File: src/rtl/apb_s_if.sv
// apb_s_if: APB bus between apb_m (master) and apb_s (slave).
//   psel/penable/pwrite/paddr/pwdata : master -> slave
//   prdata/pready/pslverr            : slave -> master
interface apb_s_if #(parameter int ADDR_W = 4, parameter int DATA_W = 8);
  logic psel;
  logic penable;
  logic pwrite;
  logic [ADDR_W-1:0] paddr;
  logic [DATA_W-1:0] pwdata;
  logic [DATA_W-1:0] prdata;
  logic pready;
  logic pslverr;
  modport master (output psel, penable, pwrite, paddr, pwdata, input prdata, pready, pslverr);
  modport slave (input psel, penable, pwrite, paddr, pwdata, output prdata, pready, pslverr);
endinterface

File: src/rtl/apb_s.sv
// apb_s: APB slave backed by a DEPTH-entry register bank with WAIT_CYCLES wait states.
//   pclk    : clock, all state on rising edge
//   presetn : asynchronous active-low reset, clears FSM, outputs and register bank
//   bus     : apb_s_if slave modport (prdata/pready/pslverr registered, zero unless pready)
module apb_s #(
  parameter int ADDR_W = 4,
  parameter int DATA_W = 8,
  parameter int DEPTH = 16,
  parameter int WAIT_CYCLES = 0
) (
  input logic pclk,
  input logic presetn,
  apb_s_if.slave bus
);
  localparam logic [ADDR_W:0] DEPTH_L = (ADDR_W+1)'(DEPTH);
  typedef enum logic {IDLE, ACCESS} state_t;
  state_t state, state_d;
  logic [3:0] cnt, cnt_d;
  logic [ADDR_W-1:0] addr_q, addr_d, ra;
  logic [DATA_W-1:0] wd_q, wd_d, rdat, prdata_d;
  logic wr_q, wr_d, rw, rlegal, pready_d, pslverr_d, we;
  logic [DATA_W-1:0] bank [DEPTH];
  // The response is formed at the setup edge from the live bus when there are no
  // wait states, otherwise from the copies captured at setup.
  assign ra = state == IDLE ? bus.paddr : addr_q;
  assign rw = state == IDLE ? bus.pwrite : wr_q;
  assign rlegal = {1'b0, ra} < DEPTH_L;
  assign rdat = rlegal && !rw ? bank[ra] : '0;
  always_comb begin
    state_d = state;
    cnt_d = cnt;
    addr_d = addr_q;
    wr_d = wr_q;
    wd_d = wd_q;
    pready_d = bus.pready;
    prdata_d = bus.prdata;
    pslverr_d = bus.pslverr;
    we = 1'b0;
    if (state == IDLE) begin
      if (bus.psel && !bus.penable) begin
        state_d = ACCESS;
        cnt_d = 4'(WAIT_CYCLES);
        addr_d = bus.paddr;
        wr_d = bus.pwrite;
        wd_d = bus.pwdata;
        if (WAIT_CYCLES == 0) {pready_d, prdata_d, pslverr_d} = {1'b1, rdat, !rlegal};
      end
    end else if (!bus.psel) begin
      state_d = IDLE;
      {pready_d, prdata_d, pslverr_d} = '0;
    end else if (bus.penable) begin
      if (bus.pready) begin
        we = wr_q && rlegal;
        state_d = IDLE;
        {pready_d, prdata_d, pslverr_d} = '0;
      end else begin
        cnt_d = cnt - 4'd1;
        if (cnt == 4'd1) {pready_d, prdata_d, pslverr_d} = {1'b1, rdat, !rlegal};
      end
    end
  end
  always_ff @(posedge pclk or negedge presetn) begin
    if (!presetn) begin
      state <= IDLE;
      cnt <= '0;
      addr_q <= '0;
      wr_q <= 1'b0;
      wd_q <= '0;
      bus.prdata <= '0;
      bus.pready <= 1'b0;
      bus.pslverr <= 1'b0;
      for (int i = 0; i < DEPTH; i++) bank[i] <= '0;
    end else begin
      state <= state_d;
      cnt <= cnt_d;
      addr_q <= addr_d;
      wr_q <= wr_d;
      wd_q <= wd_d;
      bus.prdata <= prdata_d;
      bus.pready <= pready_d;
      bus.pslverr <= pslverr_d;
      if (we) bank[addr_q] <= wd_q;
    end
  end
endmodule

File: src/flat_wrapper.sv
// flat-port wrapper written by rule: the top's interface ports become plain ports
module apb_s_flat 
#(
  parameter int ADDR_W = 4,
  parameter int DATA_W = 8,
  parameter int DEPTH = 16,
  parameter int WAIT_CYCLES = 0
)
  (pclk, presetn, bus_psel, bus_penable, bus_pwrite, bus_paddr, bus_pwdata, bus_prdata, bus_pready, bus_pslverr);
  apb_s_if #(.ADDR_W(ADDR_W), .DATA_W(DATA_W)) bus_i ();
  input logic pclk;
  input logic presetn;
  input wire logic [$bits(bus_i.psel)-1:0] bus_psel;
  input wire logic [$bits(bus_i.penable)-1:0] bus_penable;
  input wire logic [$bits(bus_i.pwrite)-1:0] bus_pwrite;
  input wire logic [$bits(bus_i.paddr)-1:0] bus_paddr;
  input wire logic [$bits(bus_i.pwdata)-1:0] bus_pwdata;
  output wire logic [$bits(bus_i.prdata)-1:0] bus_prdata;
  output wire logic [$bits(bus_i.pready)-1:0] bus_pready;
  output wire logic [$bits(bus_i.pslverr)-1:0] bus_pslverr;
  assign bus_i.psel = bus_psel;
  assign bus_i.penable = bus_penable;
  assign bus_i.pwrite = bus_pwrite;
  assign bus_i.paddr = bus_paddr;
  assign bus_i.pwdata = bus_pwdata;
  assign bus_prdata = bus_i.prdata;
  assign bus_pready = bus_i.pready;
  assign bus_pslverr = bus_i.pslverr;
  apb_s #(.ADDR_W(ADDR_W), .DATA_W(DATA_W), .DEPTH(DEPTH), .WAIT_CYCLES(WAIT_CYCLES)) u_core (.pclk(pclk), .presetn(presetn), .bus(bus_i));
endmodule
File: config.mk
export PLATFORM = sky130hd
export DESIGN_NAME = apb_s_flat
export DESIGN_NICKNAME = d
export VERILOG_FILES = /design/src/rtl/apb_s_if.sv /design/src/rtl/apb_s.sv /design/src/flat_wrapper.sv
export SDC_FILE = /design/constraint.sdc
export NUM_CORES = 1
export LEC_CHECK = 0
export BUFFER_PORTS_ARGS = -buffer_cell sky130_fd_sc_hd__buf_2
export CORE_UTILIZATION = 40
export DETAILED_ROUTE_END_ITERATION = 8
export PLACE_DENSITY_LB_ADDON = 0.2
export SYNTH_ARGS = -nofsm -noshare
export SYNTH_HDL_FRONTEND = slang
export SYNTH_SLANG_ARGS = --single-unit
File: constraint.sdc
create_clock -name pclk -period 3.23 [get_ports pclk]
set_clock_uncertainty 0.15 [all_clocks]
set_input_delay 0.646 -clock pclk [delete_from_list [all_inputs] [get_ports pclk]]
set_output_delay 0.646 -clock pclk [all_outputs]
set_load 0.02 [all_outputs]
-- Word level (Yosys, flattened, before mapping)
Index checks and enable logic that the tools add are counted.
- register bits after elaboration: 156
- ROM bits: 0
- memories: 0
- logic and storage cells: 86
- input bits: 17
- bits in latches: 0
- output and inout bits: 10
- memory bits (writable): 0
- divide/modulo/power cells: 0
- reduce and logical (&&, ||, !) cells: 8
- order comparisons: 3
- equal/unequal tests: 6
- multiplexer cells: 41
- multipliers: 0
- bitwise gates (word level): 3
- add/sub/neg operators: 1
- shift operators: 0
- operator list (cell ; count):
    bitwise mux 128 bit ; 1
    2-to-1 mux 8 bit ; 10
    binary-select mux 8 bit (select 4 bit) ; 1
    demux 8 bit (select 4 bit) ; 1
    2-to-1 mux 4 bit ; 6
    2-to-1 mux 1 bit ; 22
    greater-or-equal comparator 5 bit, second input constant ; 2
    inverter 4 -> 5 bit ; 2
    != test 2 bit, second input constant ; 3
    < comparator 5 x 1 -> 1 bit, second input constant ; 1
    == test 4 x 1 -> 1 bit, second input constant ; 1
    != test 4 x 3 -> 1 bit, second input constant ; 1
    AND reduction 2 bit ; 2
    AND reduction 4 bit ; 1
    subtractor 4 x 1 -> 4 bit, second input constant ; 1
    != test 3 bit, second input constant ; 1
    AND reduction 3 bit ; 1
    logical AND 1 bit ; 2
    nonzero test 2 bit ; 1
    logical NOT 1 bit ; 1
    inverter 1 bit ; 1

-- Depth between registers and ports, before layout
Gate-level depths: netlist of run 1.
- depth after elaboration: 11
- mapped depth: 9
- gate-level depth less buffers: 7

-- Worst setup path after synthesis of run 1
Ideal clock, no wire load.
- path type: input-to-reg
- start point: in bus_psel
- end point: reg u_core.wd_q[3]
- required time: 2.955 ns
- slack: 0.821 ns
- stages on the path: 7
- data arrival time: 2.134 ns
- buffers on the path: 3
- setup time: 0.125 ns
- cell sequence: clkbuf_1 > nand2b_1 > inv_1 > ha_1 > clkbuf_1 > clkbuf_1 > mux2_2
- word-level cells in the longest chain between the ends: 2
- ends and longest elaborated chain (element ; line ; text):
    from (decl) ; flat_wrapper.sv:13 ; input wire logic [$bits(bus_i.psel)-1:0] bus_psel;
    logical AND 1 bit ; apb_s.sv:40 ; if (bus.psel && !bus.penable) begin
    AND reduction 2 bit (no source line) ; -- ;
    to (signal assigned) ; apb_s.sv:78 ; wd_q <= wd_d;
    to (decl) ; apb_s.sv:20 ; logic [DATA_W-1:0] wd_q, wd_d, rdat, prdata_d;
Every way passes these cells.
A chain may end at the register's enable or synchronous reset.

-- Worst setup path in the final report of run 1
- start point: reg u_core.state
- end point: reg u_core.bus.prdata[7]
- word-level cells in the longest chain between the ends: 11
- elaborated cells on any way between the ends: 17
- classes of those cells: 2 x eq/ne; 12 x mux; 1 x bitwise; 2 x reduce/logical
- ends and longest elaborated chain (element ; line ; text):
    from (decl) ; apb_s.sv:17 ; state_t state, state_d;
    from (signal assigned) ; apb_s.sv:74 ; state <= state_d;
    2-to-1 mux 4 bit ; apb_s.sv:25 ; assign ra = state == IDLE ? bus.paddr : addr_q;
    inverter 4 -> 5 bit (implied by the code) ; apb_s.sv:28 ; assign rdat = rlegal && !rw ? bank[ra] : '0;
    binary-select mux 8 bit (select 4 bit) ; apb_s.sv:28 ;
    2-to-1 mux 8 bit (implied by the code) (2 in a row) ; apb_s.sv:28 ;
    2-to-1 mux 8 bit ; apb_s.sv:28 ;
    2-to-1 mux 8 bit ; apb_s.sv:58 ; if (cnt == 4'd1) {pready_d, prdata_d, pslverr_d} = {1'b1, rdat, !rlegal};
    2-to-1 mux 8 bit ; apb_s.sv:52 ; if (bus.pready) begin
    2-to-1 mux 8 bit ; apb_s.sv:51 ; end else if (bus.penable) begin
    2-to-1 mux 8 bit ; apb_s.sv:48 ; end else if (!bus.psel) begin
    2-to-1 mux 8 bit ; apb_s.sv:39 ; if (state == IDLE) begin
    to (signal assigned) ; apb_s.sv:79 ; bus.prdata <= prdata_d;
    to (decl) ; apb_s_if.sv:14 ; modport slave (input psel, penable, pwrite, paddr, pwdata, output prdata, pready, pslverr);
Parallel ways exist; a longest one is shown, timed or not. The select of a mux whose other input is x is not followed.

==> results summary, run 1 <==
The antenna diode count is 0. Ranked by instance count, the synthesized netlist is headed by 155 x sky130_fd_sc_hd__dfrtp_1, 134 x sky130_fd_sc_hd__mux2_2, 100 x sky130_fd_sc_hd__nand2_1. The post-CTS resize count is 0.

The synthesized area divided by synthesized cell count came out at between 10 and 15 um2. Pin placement for this block handled 27 I/O pins. For this design, the slowest cell found on the critical path is sky130_fd_sc_hd__a2111oi_0.

The register area share after synthesis came out at roughly half. The total half-perimeter wirelength after legalization and detailed placement is approximately 16000 um. The remaining antenna violation count after routing is 0.

The buffer count from post-CTS setup fixing is 0. The final max-slew violation count came to 0. The wire length on met1 came out at just over 10000 um. The initial antenna violation count came out at 0. For this run the aggregate overflow at the end of global routing stands at 0. The register-to-register setup slack is between 0.2 and 0.3 ns. The count of flip-flops with a built-in enable after synthesis came out at 0. The leakage component of the power is approximately 4 nW. The net count after synthesis is between 700 and 800. Counting flops and latches in the post-synthesis netlist gives approximately 160. The first global-routing pass estimated between 30000 and 40000 um of wire. The cell sitting at the root of the clock tree is a sky130_fd_sc_hd__clkbuf_16. The top cell type by area accounts for approximately half of the synthesized area. In the post-synthesis netlist, the cell with the most instances is sky130_fd_sc_hd__dfrtp_1. Setup repair after global routing left no endpoint under its margin.

The initial core utilization came out at 41.14%. The overall die area came out at a little over 20000 um2. For this run, the number of standard cells in the final layout without fillers is 1045. The area of combinational cells with multiple inputs came out at between 3000 and 4000 um2. For this design the ratio of total power to cell area is ~580 nW/um2. The largest fanout on the critical path is 16.

The number of setup violations in the final report is 0. The highest clock rate came out at between 300 and 400 MHz. The worst-case vdd ir drop is between 0.3 and 0.4 mV.

TritonCTS built the clock tree. The instance count of the mapped netlist is 735. The deepest level of the CTS H-tree is 4. The layout-stage area growth over the synthesis result is 13.26%.

The run finished with clean final reports. By area the synthesized netlist is led by sky130_fd_sc_hd__dfrtp_1 48%, sky130_fd_sc_hd__mux2_2 19%, sky130_fd_sc_hd__nand2_1 4.7%. The die height is about 140 um. The kind of launch point of the worst setup path is a flop. The worst endpoint data arrival time is 3.10 ns.

The insertion delay to the later sink of the worst-skew pair came out at around 0.44 ns. The final period demand of the worst path is 2.953 ns. Traced cell by cell, the critical path runs through and2_1, a22o_1, a2111oi_0, a2111oi_0, o21ai_1.

Global routing used around 24% of the available tracks across all layers. The TritonCTS buffer count is 17. The critical path in this run is classified as reg -> reg. In the final timing run, aggregate negative setup slack is 0 ns. The count of input and output buffers is 25.

The final net count came out at about 800. The number of sinks driven by the clock tree is approximately 160. The Yosys warning count came out at 0. The routed length on met2 came out at around 11000 um.

The slew of the pin with the lowest slew margin came out at just under 1 ns. The via total after detailed routing is slightly above 6k. Including well taps, the total number of placed cells is between 1k and 1.5k. After filler insertion, the fill cell instance count of the layout stands at ~1.9k. The number of cell rows is 51. Of all cell types, the one taking the most synthesized area is sky130_fd_sc_hd__dfrtp_1. The number of detailed-route iterations in the first pass came out at 5. The via count of the first global-routing pass came out at 6268. The final worst-path cycle share came out at 91.42%. The relative slew slack is a little over a third. The number of cells on the worst reg-to-reg path is 5. The pin count of the biggest net entering global routing came out at 62. The via density per instance is slightly below 6. The routed wire length on met3 came out at between 1000 and 1500 um. Summing every instance area after synthesis gives a little over 8000 um2. The hold buffer count at CTS is 0. By instance count, the cell type seen most on the critical path is sky130_fd_sc_hd__a2111oi_0. The final hold violation count is 0.

The number of distinct standard cells referenced by the synthesized netlist is between 60 and 70. The width of the die came out at approximately 140 um. In this design, the stage delay of the slowest critical-path cell is 0.79 ns. The share of async-settable or async-resettable flops after synthesis is 100.0%. The post-route netlist has ~33% of its cells at a drive strength greater than 1.

The path class of the tightest hold or removal check is in -> async. The post-CTS clock slew at the launch and capture registers of the worst setup and hold paths came out at 0.07 ns. The highest layer used for signal routing is met4.

The final wirelength came out at between 20000 and 25000 um. The final RePlAce weighted congestion came out at between 0.8 and 0.9. The initial DRC count is 497.

The final routed wire length divided by cell count came out at 22.15 um. The core area is roughly 20000 um2. The number of max-cap violations came out at 0.

STA classifies the critical path endpoint as a flop. In the routed design, unresolved DRC markers number 0. The worst endpoint required time came out at between 3 and 4 ns. Summing all flip-flop and latch instances after layout gives ~3900 um2. The number of buffers on the longest clock path is 2. For this run, the leading register cell type out of synthesis is sky130_fd_sc_hd__dfrtp_1.
-- area by class of cell --
type	instances	share of cell area (%)
Clock inverter	12	1.384
Sequential cell	155	42.49
Multi-Input combinational cell	525	42.94
Clock buffer	20	4.893
Tap cell	265	3.632
Timing Repair Buffer	57	4.208
Inverter	11	0.4523
-- cell usage in the layout, fill, tap and decap left out, types with 11 or more instances in the layout --
master and count:
sky130_fd_sc_hd__nand2_1 100, sky130_fd_sc_hd__nor2_1 13, sky130_fd_sc_hd__dfrtp_1 155, sky130_fd_sc_hd__nand3_1 11
sky130_fd_sc_hd__a22o_1 12, sky130_fd_sc_hd__o21ai_0 40, sky130_fd_sc_hd__buf_2 24, sky130_fd_sc_hd__mux2_2 134
sky130_fd_sc_hd__a21oi_1 58, sky130_fd_sc_hd__a211oi_1 18, sky130_fd_sc_hd__buf_4 31, sky130_fd_sc_hd__clkbuf_16 17
-- critical path, delay by kind of cell (launching register included) --
kind	cells	cell delay, ns
flops	1	0.64
simple gates	1	0.67
compound gates	4	1.34
-- flip-flops by register name, indices dropped and copies added (netlist names) --
| name | cells |
|---|---|
| u_core.bus.prdata | 8 |
| u_core.state | 1 |
| u_core.bus.pready | 1 |
| u_core.wr_q | 1 |
| u_core.addr_q | 4 |
| u_core.cnt | 4 |
| u_core.wd_q | 8 |
| u_core.bank | 128 |
-- per-layer routing --
layer / up-vias / track usage, %
met5: - / 0
met3: 56 / 6.498
met1: 3083 / 31.50
li1: 2751 / -
met4: 0 / 9.518
met2: 193 / 38.70
-- power by group --
part	total (mW)	internal [mW]	switching, mW	leakage [nW]
clock	1.99	1.10	0.880	0.286
sequential	2.40	2.14	0.261	2.11
combinational	0.874	0.353	0.520	1.66
-- cells by family after synthesis --
group | share of synthesized area [%]
AO/OA/AOI/OAI | 15.88
adder cells (fa/ha/maj) | 0.7762
buffers and inverters | 3.244
flip-flops | 48.12
multiplexers | 19.92
other | 0.04652
AND/OR/NAND/NOR | 12.02
-- path summary, 6_finish.rpt --
check | from | end
setup reg to reg | u_core.state$_DFF_PN0_ | u_core.bus.prdata[7]$_DFFE_PN0P_
hold / removal | presetn | u_core.bank[43]$_DFFE_PN0P_
hold reg to reg | u_core.bank[115]$_DFFE_PN0P_ | u_core.bank[115]$_DFFE_PN0P_
min in group pclk | bus_pwdata[7] | u_core.wd_q[7]$_DFFE_PN0P_
setup / recovery | u_core.state$_DFF_PN0_ | u_core.bus.prdata[7]$_DFFE_PN0P_
max in group asynchronous | presetn | u_core.bank[68]$_DFFE_PN0P_
-- stage by stage --
step | util (%) | hold slack (ns) | total power, mW | setup WS (ns) | cell area, um2
after detailed placement | 43.67 | 0.3334 | 3.294 | 0.2256 | 8556
after global routing | 46.60 | 0.07808 | 5.485 | 0.09777 | 9129
final | 46.60 | 0.03550 | 5.255 | 0.2771 | 9129
after floorplan | - | 0.2004 | 2.929 | 0.8213 | 8060
after CTS | 46.60 | 0.06376 | 5.290 | 0.2472 | 9129
after global placement | 43.67 | 0.3250 | 3.267 | 0.1930 | 8556
Note: power is estimated with default switching activity, not from simulation.
==> inputs of run 2 (changes only) <==
--- a/config.mk
+++ b/config.mk
@@ -6,6 +6,7 @@
 export NUM_CORES = 1
 export LEC_CHECK = 0
 export BUFFER_PORTS_ARGS = -buffer_cell sky130_fd_sc_hd__buf_2
+export CORE_ASPECT_RATIO = 0.6
 export CORE_UTILIZATION = 40
 export DETAILED_ROUTE_END_ITERATION = 8
 export PLACE_DENSITY_LB_ADDON = 0.2
==> run 2 against run 1 <==
Net effect:
- sequential cell count did not move
- hold slack improved by 0.037 ns
- maximum frequency fell by 2.3%
- non-clock buffer count rose by 6
- combinational power barely moved
- sequential share of layout area fell by 0.13 points
- count of clock-buffer cells in the layout did not move
- die area barely moved
==> results summary, run 2 (synthesis results as in run 1) <==
The final RePlAce weighted congestion was 0.8417 (was 0.8697). The via total after detailed routing was 6276 (was 6083). The overall die area came to 20740 um2 (was 20720 um2). The deepest level of the CTS H-tree is 4 (unchanged). The initial DRC count is 629 (was 497). The final wirelength was 25010 um (was 23150 um).

The switching portion of total power came out at 31.28% (was 31.62%). RSZ-0062 raised after global routing: no (unchanged). The core area is 19370 um2 (was 19590 um2).

The TritonCTS buffer count was 17 (unchanged). The number of flip-flops in the largest register came out at 128 (unchanged). The I/O pin count came out at 27 (unchanged). The buffers plus inverters on the worst setup path was 1 (was 0). The wire length of the first global-routing pass is 38840 um (was 36530 um). The critical path endpoint category is a flop (unchanged).

The power share of the sequential group came out at 46.4% (was 45.6%). The cell-internal power came to 3.589 mW (was 3.593 mW). The via count of the first global-routing pass came out at 6379 (was 6268). The post-CTS resize count came to 0 (unchanged).

The total half-perimeter wirelength after legalization and detailed placement is 17040 um (was 15520 um). The largest fanout on the critical path is 17 (was 16). The hold buffer count at CTS came out at 0 (unchanged). The number of setup violations in the final report is 0 (unchanged). The aggregate negative setup slack came out at 0 ns (unchanged). The highest layer used for signal routing is met4 (unchanged). The total power consumption of the routed design is 5.223 mW (was 5.255 mW). The number of max-cap violations came out at 0 (unchanged). The number of detailed-route iterations in the first pass came out at 5 (unchanged). The initial antenna violation count came to 0 (unchanged). The highest clock rate came out at 330.7 MHz (was 338.6 MHz). The insertion delay to the later sink of the worst-skew pair came out at 0.43 ns (was 0.44 ns).

The routed wire length on met3 came to 2247 um (was 1321 um). The master of the slowest instance on the critical path is sky130_fd_sc_hd__a2111oi_0 (unchanged). The buffer count from post-CTS setup fixing is 0 (unchanged). The final max-slew violation count was 0 (unchanged).

The critical path class is reg -> reg (unchanged). Commonest non-fill, non-tap cells in the layout: 155 x sky130_fd_sc_hd__dfrtp_1, 134 x sky130_fd_sc_hd__mux2_2, 100 x sky130_fd_sc_hd__nand2_1 (unchanged). The worst endpoint data arrival time came to 3.16 ns (was 3.10 ns).

The final hold violation count came out at 0 (unchanged). The combinational power share is 16.8% (was 16.6%). The register with the highest flop count is u_core.bank (unchanged).

The aggregate global routing overflow was 0 (unchanged). The CTS tree is built (unchanged). The slew of the pin with the lowest slew margin came to 1.172 ns (was 0.9668 ns). The final worst-path cycle share is 93.61% (was 91.42%). The flip-flop and latch area came to 3879 um2 (unchanged). The antenna diode count came out at 0 (unchanged). The class of the most critical hold timing path is in -> async (unchanged). The post-CTS clock slew at the launch and capture registers of the worst setup and hold paths was 0.06 ns (was 0.07 ns). The via density per instance is 5.966 (was 5.821). The leakage component of the power was 4.086 nW (was 4.062 nW). The final routed wire length divided by cell count is 23.78 um (was 22.15 um).

The initial core utilization is 41.61% (was 41.14%). Ordered list of cells on the worst path: buf_4, nand2_1, nand2_1, o21ai_0, a211oi_1, a2111oi_0, o21ai_1 (was and2_1, a22o_1, a2111oi_0, a2111oi_0, o21ai_1). The worst-case vdd ir drop came to 0.4087 mV (was 0.3415 mV). The final period demand of the worst path was 3.023 ns (was 2.953 ns). The count of input and output buffers is 25 (unchanged).

The kind of cell with the highest combined delay on the critical path is compound AO/OA/AOI/OAI gates (unchanged). The layout-stage area growth over the synthesis result is 13.60% (was 13.26%). The number of cell rows came out at 39 (was 51). The cell area power density came out at 570.5 nW/um2 (was 575.6 nW/um2).

The kind of launch point of the worst setup path is a flop (unchanged). The width of the die came out at 185.3 um (was 144.0 um). The root buffer cell is sky130_fd_sc_hd__clkbuf_16 (unchanged). The number of fill cells in the layout is 1774 (was 1854). The pin count of the biggest net entering global routing is 64 (was 62). The number of buffers on the longest clock path is 2 (unchanged).

The number of remaining DRC errors is 0 (unchanged). The wire length on met1 is 12170 um (was 10080 um). The launch point of the worst path is u_core.state$_DFF_PN0_ (unchanged). The launch point of the worst reg-to-reg path is u_core.state$_DFF_PN0_ (unchanged). The worst endpoint required time came out at 3.36 ns (was 3.37 ns). The die height came out at 112.0 um (was 144.0 um). The final net count came out at 795 (was 789).

The power spent charging and discharging nets is 1.634 mW (was 1.662 mW). The commonest non-fill, non-tap cell in the layout was sky130_fd_sc_hd__dfrtp_1 (unchanged). The share of total power in the clock network came out at 36.8% (was 37.8%). The area of combinational cells with multiple inputs is 3920 um2 (unchanged). The fraction of layout instances using a drive strength above 1 is 33.46% (was 32.82%). The relative slew slack is 21.35% (was 35.11%). The cell repeated most along the worst path is sky130_fd_sc_hd__nand2_1 (was sky130_fd_sc_hd__a2111oi_0). The routed length on met2 was 10040 um (was 11060 um).

Status: completed (unchanged). The number of sinks driven by the clock tree is 155 (unchanged). The critical path's largest stage delay came to 0.77 ns (was 0.79 ns). The total routing resource utilization after global routing is 25.68% (was 24.36%). Biggest regs: u_core.bank: 128 flops, u_core.bus.prdata: 8 flops, u_core.wd_q: 8 flops (unchanged). The remaining antenna violation count after routing came out at 0 (unchanged).
## run 2: cell count changes in the layout (fill, tap and decap cells not counted), sizes merged
cell      previous run  this run
buf                 57        63
clkinv               5         9
clkinvlp             0         2
inv                 17        11
## run 2: worst register-to-register path, cell delays in order, from the launching register on
cell                        delay, ns
sky130_fd_sc_hd__dfrtp_1         0.58
sky130_fd_sc_hd__buf_4           0.28
sky130_fd_sc_hd__nand2_1         0.29
sky130_fd_sc_hd__nand2_1         0.34
sky130_fd_sc_hd__o21ai_0         0.26
sky130_fd_sc_hd__a211oi_1        0.06
sky130_fd_sc_hd__a2111oi_0       0.77
sky130_fd_sc_hd__o21ai_1         0.16
## run 2: layout make-up
type                            count  share of cell area, %
Sequential cell                   155                  42.36
Tap cell                          266                  3.635
Clock inverter                     12                  1.066
Timing Repair Buffer               63                  4.687
Clock buffer                       20                  4.988
Inverter                           11                 0.4509
Multi-Input combinational cell    525                  42.81
## run 2: worst paths after layout
check	slack (ns)	endpoint	cells past startpoint
min in group pclk	0.29	u_core.wd_q[5]$_DFFE_PN0P_	2
setup / recovery	0.21	u_core.bus.prdata[1]$_DFFE_PN0P_	7
setup reg to reg	0.21	u_core.bus.prdata[1]$_DFFE_PN0P_	7
hold / removal	0.07	u_core.bank[37]$_DFFE_PN0P_	1
max in group asynchronous	2.03	u_core.bank[27]$_DFFE_PN0P_	2
hold reg to reg	0.34	u_core.bank[114]$_DFFE_PN0P_	1
## run 2: power groups by stage
stage	clock, mW	combinational, mW	sequential (mW)
floorplan	0	0.627	2.30
global placement	0	0.849	2.44
detailed placement	0	0.867	2.45
CTS	1.95	0.869	2.41
global route	2.04	0.955	2.45
finish	1.92	0.876	2.42
## run 2: stage by stage
step | setup slack, ns | area [um2] | hold WS (ns) | utilization, % | instances
floorplan | 0.8213 | 8060 | 0.2004 | - | 735
global placement | 0.1801 | 8602 | 0.3214 | 44.40 | 1020
detailed placement | 0.1525 | 8602 | 0.3246 | 44.40 | 1020
CTS | 0.3145 | 9156 | 0.07825 | 47.26 | 1052
global route | 0.06269 | 9156 | 0.1068 | 47.26 | 1052
finish | 0.2065 | 9156 | 0.07267 | 47.26 | 1052
## run 2: routing by layer
metal / vias to the layer above / GRT usage [%]
met5: - / 0
met2: 257 / 34.51
li1: 2769 / -
met1: 3214 / 38.41
met3: 36 / 8.014
met4: 0 / 8.595
==> inputs of run 3 (changes only) <==
==> constraint.sdc (replaced) <==
create_clock -name pclk -period 2.6 [get_ports pclk]
set_clock_uncertainty 0.15 [all_clocks]
set_input_delay 0.52 -clock pclk [delete_from_list [all_inputs] [get_ports pclk]]
set_output_delay 0.52 -clock pclk [all_outputs]
set_load 0.02 [all_outputs]
==> run 3 against run 2 <==
Net effect:
- critical path depth increased by 1
- design area increased by 3.6%
- die area unchanged
- largest cell class unchanged
- largest power group unchanged
- highest routed layer unchanged
==> results summary, run 3 (synthesis results as in run 1) <==
The pre-CTS setup slack came out at -0.5776 ns (was 0.1525 ns). The power share of the sequential group was 44.9% (was 46.4%). The class of the most critical hold timing path is in -> reg (was in -> async). The post-layout worst setup margin was 0.09306 ns (was 0.2065 ns). The critical path class is reg -> reg (unchanged).

The number of max-cap violations came to 0 (unchanged). The via density per instance was 5.950 (was 5.966). The number of cell rows is 39 (unchanged).

The worst endpoint required time is 2.73 ns (was 3.36 ns). The relative slew slack is 34.76% (was 21.35%). The critical path's largest stage delay is 0.57 ns (was 0.77 ns). The switching portion of total power came to 30.81% (was 31.28%). The flip-flop and latch area is 3880 um2 (was 3879 um2).

The insertion delay to the later sink of the worst-skew pair is 0.42 ns (was 0.43 ns). The pin count of the biggest net entering global routing is 58 (was 64). The total half-perimeter wirelength after legalization and detailed placement came out at 17300 um (was 17040 um). The worst hold slack is 0.1769 ns (was 0.07267 ns). The register with the highest flop count is u_core.bank (unchanged). The master of the slowest instance on the critical path is sky130_fd_sc_hd__a2111oi_0 (unchanged). The number of setup violations in the final report came out at 0 (unchanged). The fraction of layout instances using a drive strength above 1 is 36.01% (was 33.46%). The final wirelength came out at 24960 um (was 25010 um). The final worst-path cycle share came to 96.42% (was 93.61%). The count of cells along the worst hold path is 2. The final cell area excluding filler cells is 9482 um2 (was 9156 um2). The remaining antenna violation count after routing came to 0 (unchanged). The final hold violation count came out at 0 (unchanged). The initial core utilization was 41.61% (unchanged).

The final max-slew violation count came to 0 (unchanged). The overall die area is 20740 um2 (unchanged). The launch point of the worst reg-to-reg path is u_core.state$_DFF_PN0_ (unchanged). The TritonCTS buffer count came out at 17 (unchanged). The share of total power in the clock network came out at 36.7% (was 36.8%). The kind of launch point of the worst setup path was a flop (unchanged). The number of remaining DRC errors is 0 (unchanged).

The number of buffers on the longest clock path came to 2 (unchanged). The worst endpoint data arrival time came out at 2.64 ns (was 3.16 ns). The aggregate negative setup slack came out at 0 ns (unchanged). The leakage component of the power came out at 4.225 nW (was 4.086 nW). The post-CTS clock slew at the launch and capture registers of the worst setup and hold paths is 0.06 ns (about the same). The final RePlAce weighted congestion was 0.8839 (was 0.8417).

Status: completed (unchanged). Ordered list of cells on the worst path: buf_6, inv_2, o32ai_2, buf_4, nand2_1, o21bai_1, a2111oi_0, o21ai_1 (was buf_4, nand2_1, nand2_1, o21ai_0, a211oi_1, a2111oi_0, o21ai_1). The width of the die is 185.3 um (unchanged). The initial DRC count came out at 598 (was 629). The final period demand of the worst path is 2.507 ns (was 3.023 ns).

The total power consumption of the routed design came out at 6.641 mW (was 5.223 mW). The buffers plus inverters on the worst setup path is 3 (was 1). The critical path endpoint category is a flop (unchanged). The commonest non-fill, non-tap cell in the layout is sky130_fd_sc_hd__dfrtp_1 (unchanged). Biggest regs: u_core.bank: 128 flops, u_core.bus.prdata: 8 flops, u_core.wd_q: 8 flops (unchanged). The total routing resource utilization after global routing came out at 25.48% (was 25.68%). The highest clock rate came out at 398.9 MHz (was 330.7 MHz). The via total after detailed routing is 6390 (was 6276).

In this run the most critical hold path is launched from bus_pwdata[4]. The combinational power share came out at 18.4% (was 16.8%). The critical register-to-register path endpoint is u_core.bus.prdata[1]$_DFFE_PN0P_ (unchanged). The number of flip-flops in the largest register is 128 (unchanged). The antenna diode count is 0 (unchanged).

The power spent charging and discharging nets came to 2.046 mW (was 1.634 mW). The area of combinational cells with multiple inputs was 3976 um2 (was 3920 um2). The I/O pin count came out at 27 (unchanged). The deepest level of the CTS H-tree came out at 4 (unchanged).

The cell-internal power was 4.595 mW (was 3.589 mW). The kind of cell with the highest combined delay on the critical path is compound AO/OA/AOI/OAI gates (unchanged). Commonest non-fill, non-tap cells in the layout: 154 x sky130_fd_sc_hd__dfrtp_1, 134 x sky130_fd_sc_hd__mux2_2, 100 x sky130_fd_sc_hd__nand2_1 (was 155 x sky130_fd_sc_hd__dfrtp_1, 134 x sky130_fd_sc_hd__mux2_2, 100 x sky130_fd_sc_hd__nand2_1). The hold path endpoint is u_core.wd_q[4]$_DFFE_PN0P_. The count of cells along the worst register-to-register path came to 8 (was 7).

The number of fill cells in the layout came out at 1806 (was 1774). RSZ-0062 raised after global routing: no (unchanged). The die height is 112.0 um (unchanged). The post-placement cell area was 8807 um2 (was 8602 um2). The final net count was 818 (was 795). The initial antenna violation count came out at 0 (unchanged). The layout-stage area growth over the synthesis result came out at 17.63% (was 13.60%). The cell area power density came out at 700.4 nW/um2 (was 570.5 nW/um2). The via count of the first global-routing pass came to 6322 (was 6379). The wire length of the first global-routing pass is 38900 um (was 38840 um). The number of sinks driven by the clock tree is 155 (unchanged). The worst-case vdd ir drop is 0.4749 mV (was 0.4087 mV). The number of detailed-route iterations in the first pass is 7 (was 5). The final routed wire length divided by cell count was 23.24 um (was 23.78 um). The largest fanout on the critical path is 17 (unchanged). The core area is 19370 um2 (unchanged). The aggregate global routing overflow came out at 0 (unchanged).

The CTS tree is built (unchanged). The count of input and output buffers came out at 25 (unchanged). The root buffer cell is sky130_fd_sc_hd__clkbuf_16 (unchanged). The slew of the pin with the lowest slew margin came to 0.9514 ns (was 1.172 ns). The register-to-register setup slack is 0.09 ns (was 0.21 ns).
==> run 3: changes by cell type in the layout (fill, tap and decap cells not counted), sizes merged <==
cell and change:
clkinv -5, buf +22, bufinv +1, clkinvlp +3, dlygate4sd3 +1
==> run 3: power groups by stage <==
stage,Combinational (mW),Sequential [mW],Clock (mW)
5_1_grt,1.32,3.01,2.59
3_3_place_gp,1.15,3.00,0
3_5_place_dp,1.18,3.01,0
2_1_floorplan,0.779,2.86,0
4_1_cts,1.19,2.97,2.48
6_report,1.22,2.98,2.44
==> run 3: worst max path at each step <==
stage | start | endpoint | slack, ns | depth (start not counted)
after floorplan | u_core.state$_DFF_PN0_ | u_core.wd_q[3]$_DFFE_PN0P_ | 0.27 | 7
after CTS | u_core.state$_DFF_PN0_ | u_core.bus.prdata[0]$_DFFE_PN0P_ | 0.01 | 8
after global routing | u_core.state$_DFF_PN0_ | u_core.bus.prdata[1]$_DFFE_PN0P_ | 0.05 | 7
after global placement | u_core.state$_DFF_PN0_ | u_core.bus.prdata[0]$_DFFE_PN0P_ | -0.57 | 8
after detailed placement | u_core.state$_DFF_PN0_ | u_core.bus.prdata[0]$_DFFE_PN0P_ | -0.58 | 8
final | u_core.state$_DFF_PN0_ | u_core.bus.prdata[1]$_DFFE_PN0P_ | 0.09 | 8
==> run 3: cell type report <==
class                      count  share of cell area, %
clock buffer                  20                  4.711
clock inverter                11                  1.280
inverter                      11                 0.4355
multi-input combinational    525                  41.94
sequential                   155                  40.92
tap                          266                  3.510
timing repair buffer          86                  7.205
==> run 3: worst reg2reg max path, cell delays in order, from the launching register on <==
cell	delay (ns)
sky130_fd_sc_hd__dfrtp_2	0.50
sky130_fd_sc_hd__buf_6	0.20
sky130_fd_sc_hd__inv_2	0.30
sky130_fd_sc_hd__o32ai_2	0.19
sky130_fd_sc_hd__buf_4	0.18
sky130_fd_sc_hd__nand2_1	0.08
sky130_fd_sc_hd__o21bai_1	0.06
sky130_fd_sc_hd__a2111oi_0	0.57
sky130_fd_sc_hd__o21ai_1	0.14
==> run 3: timing repair <==
item,4_1_cts,5_1_grt
resized for setup,5,10
pin swaps,0,2
hold buffers,1,0
setup endpoints to repair,12,14
cloned,0,0
hold endpoints to repair,55,0
buffers inserted,0,3
==> run 3: per-stage QoR <==
| stage | cells | util [%] |
|---|---|---|
| 4_1_cts | 1071 | 48.50 |
| 5_1_grt | 1074 | 48.94 |
| 3_3_place_gp | 1039 | 45.46 |
| 3_5_place_dp | 1039 | 45.46 |
| 2_1_floorplan | 735 | - |
| 6_report | 1074 | 48.94 |
==> run 3: per-layer routing <==
| metal | up-vias | track usage, % | routed length, um |
|---|---|---|---|
| met1 | 3281 | 40.13 | 12110 |
| met5 | - | 0 | 0 |
| met4 | 0 | 7.052 | 390 |
| met3 | 29 | 4.972 | 2125 |
| met2 | 284 | 34.83 | 10330 |
| li1 | 2796 | - | - |
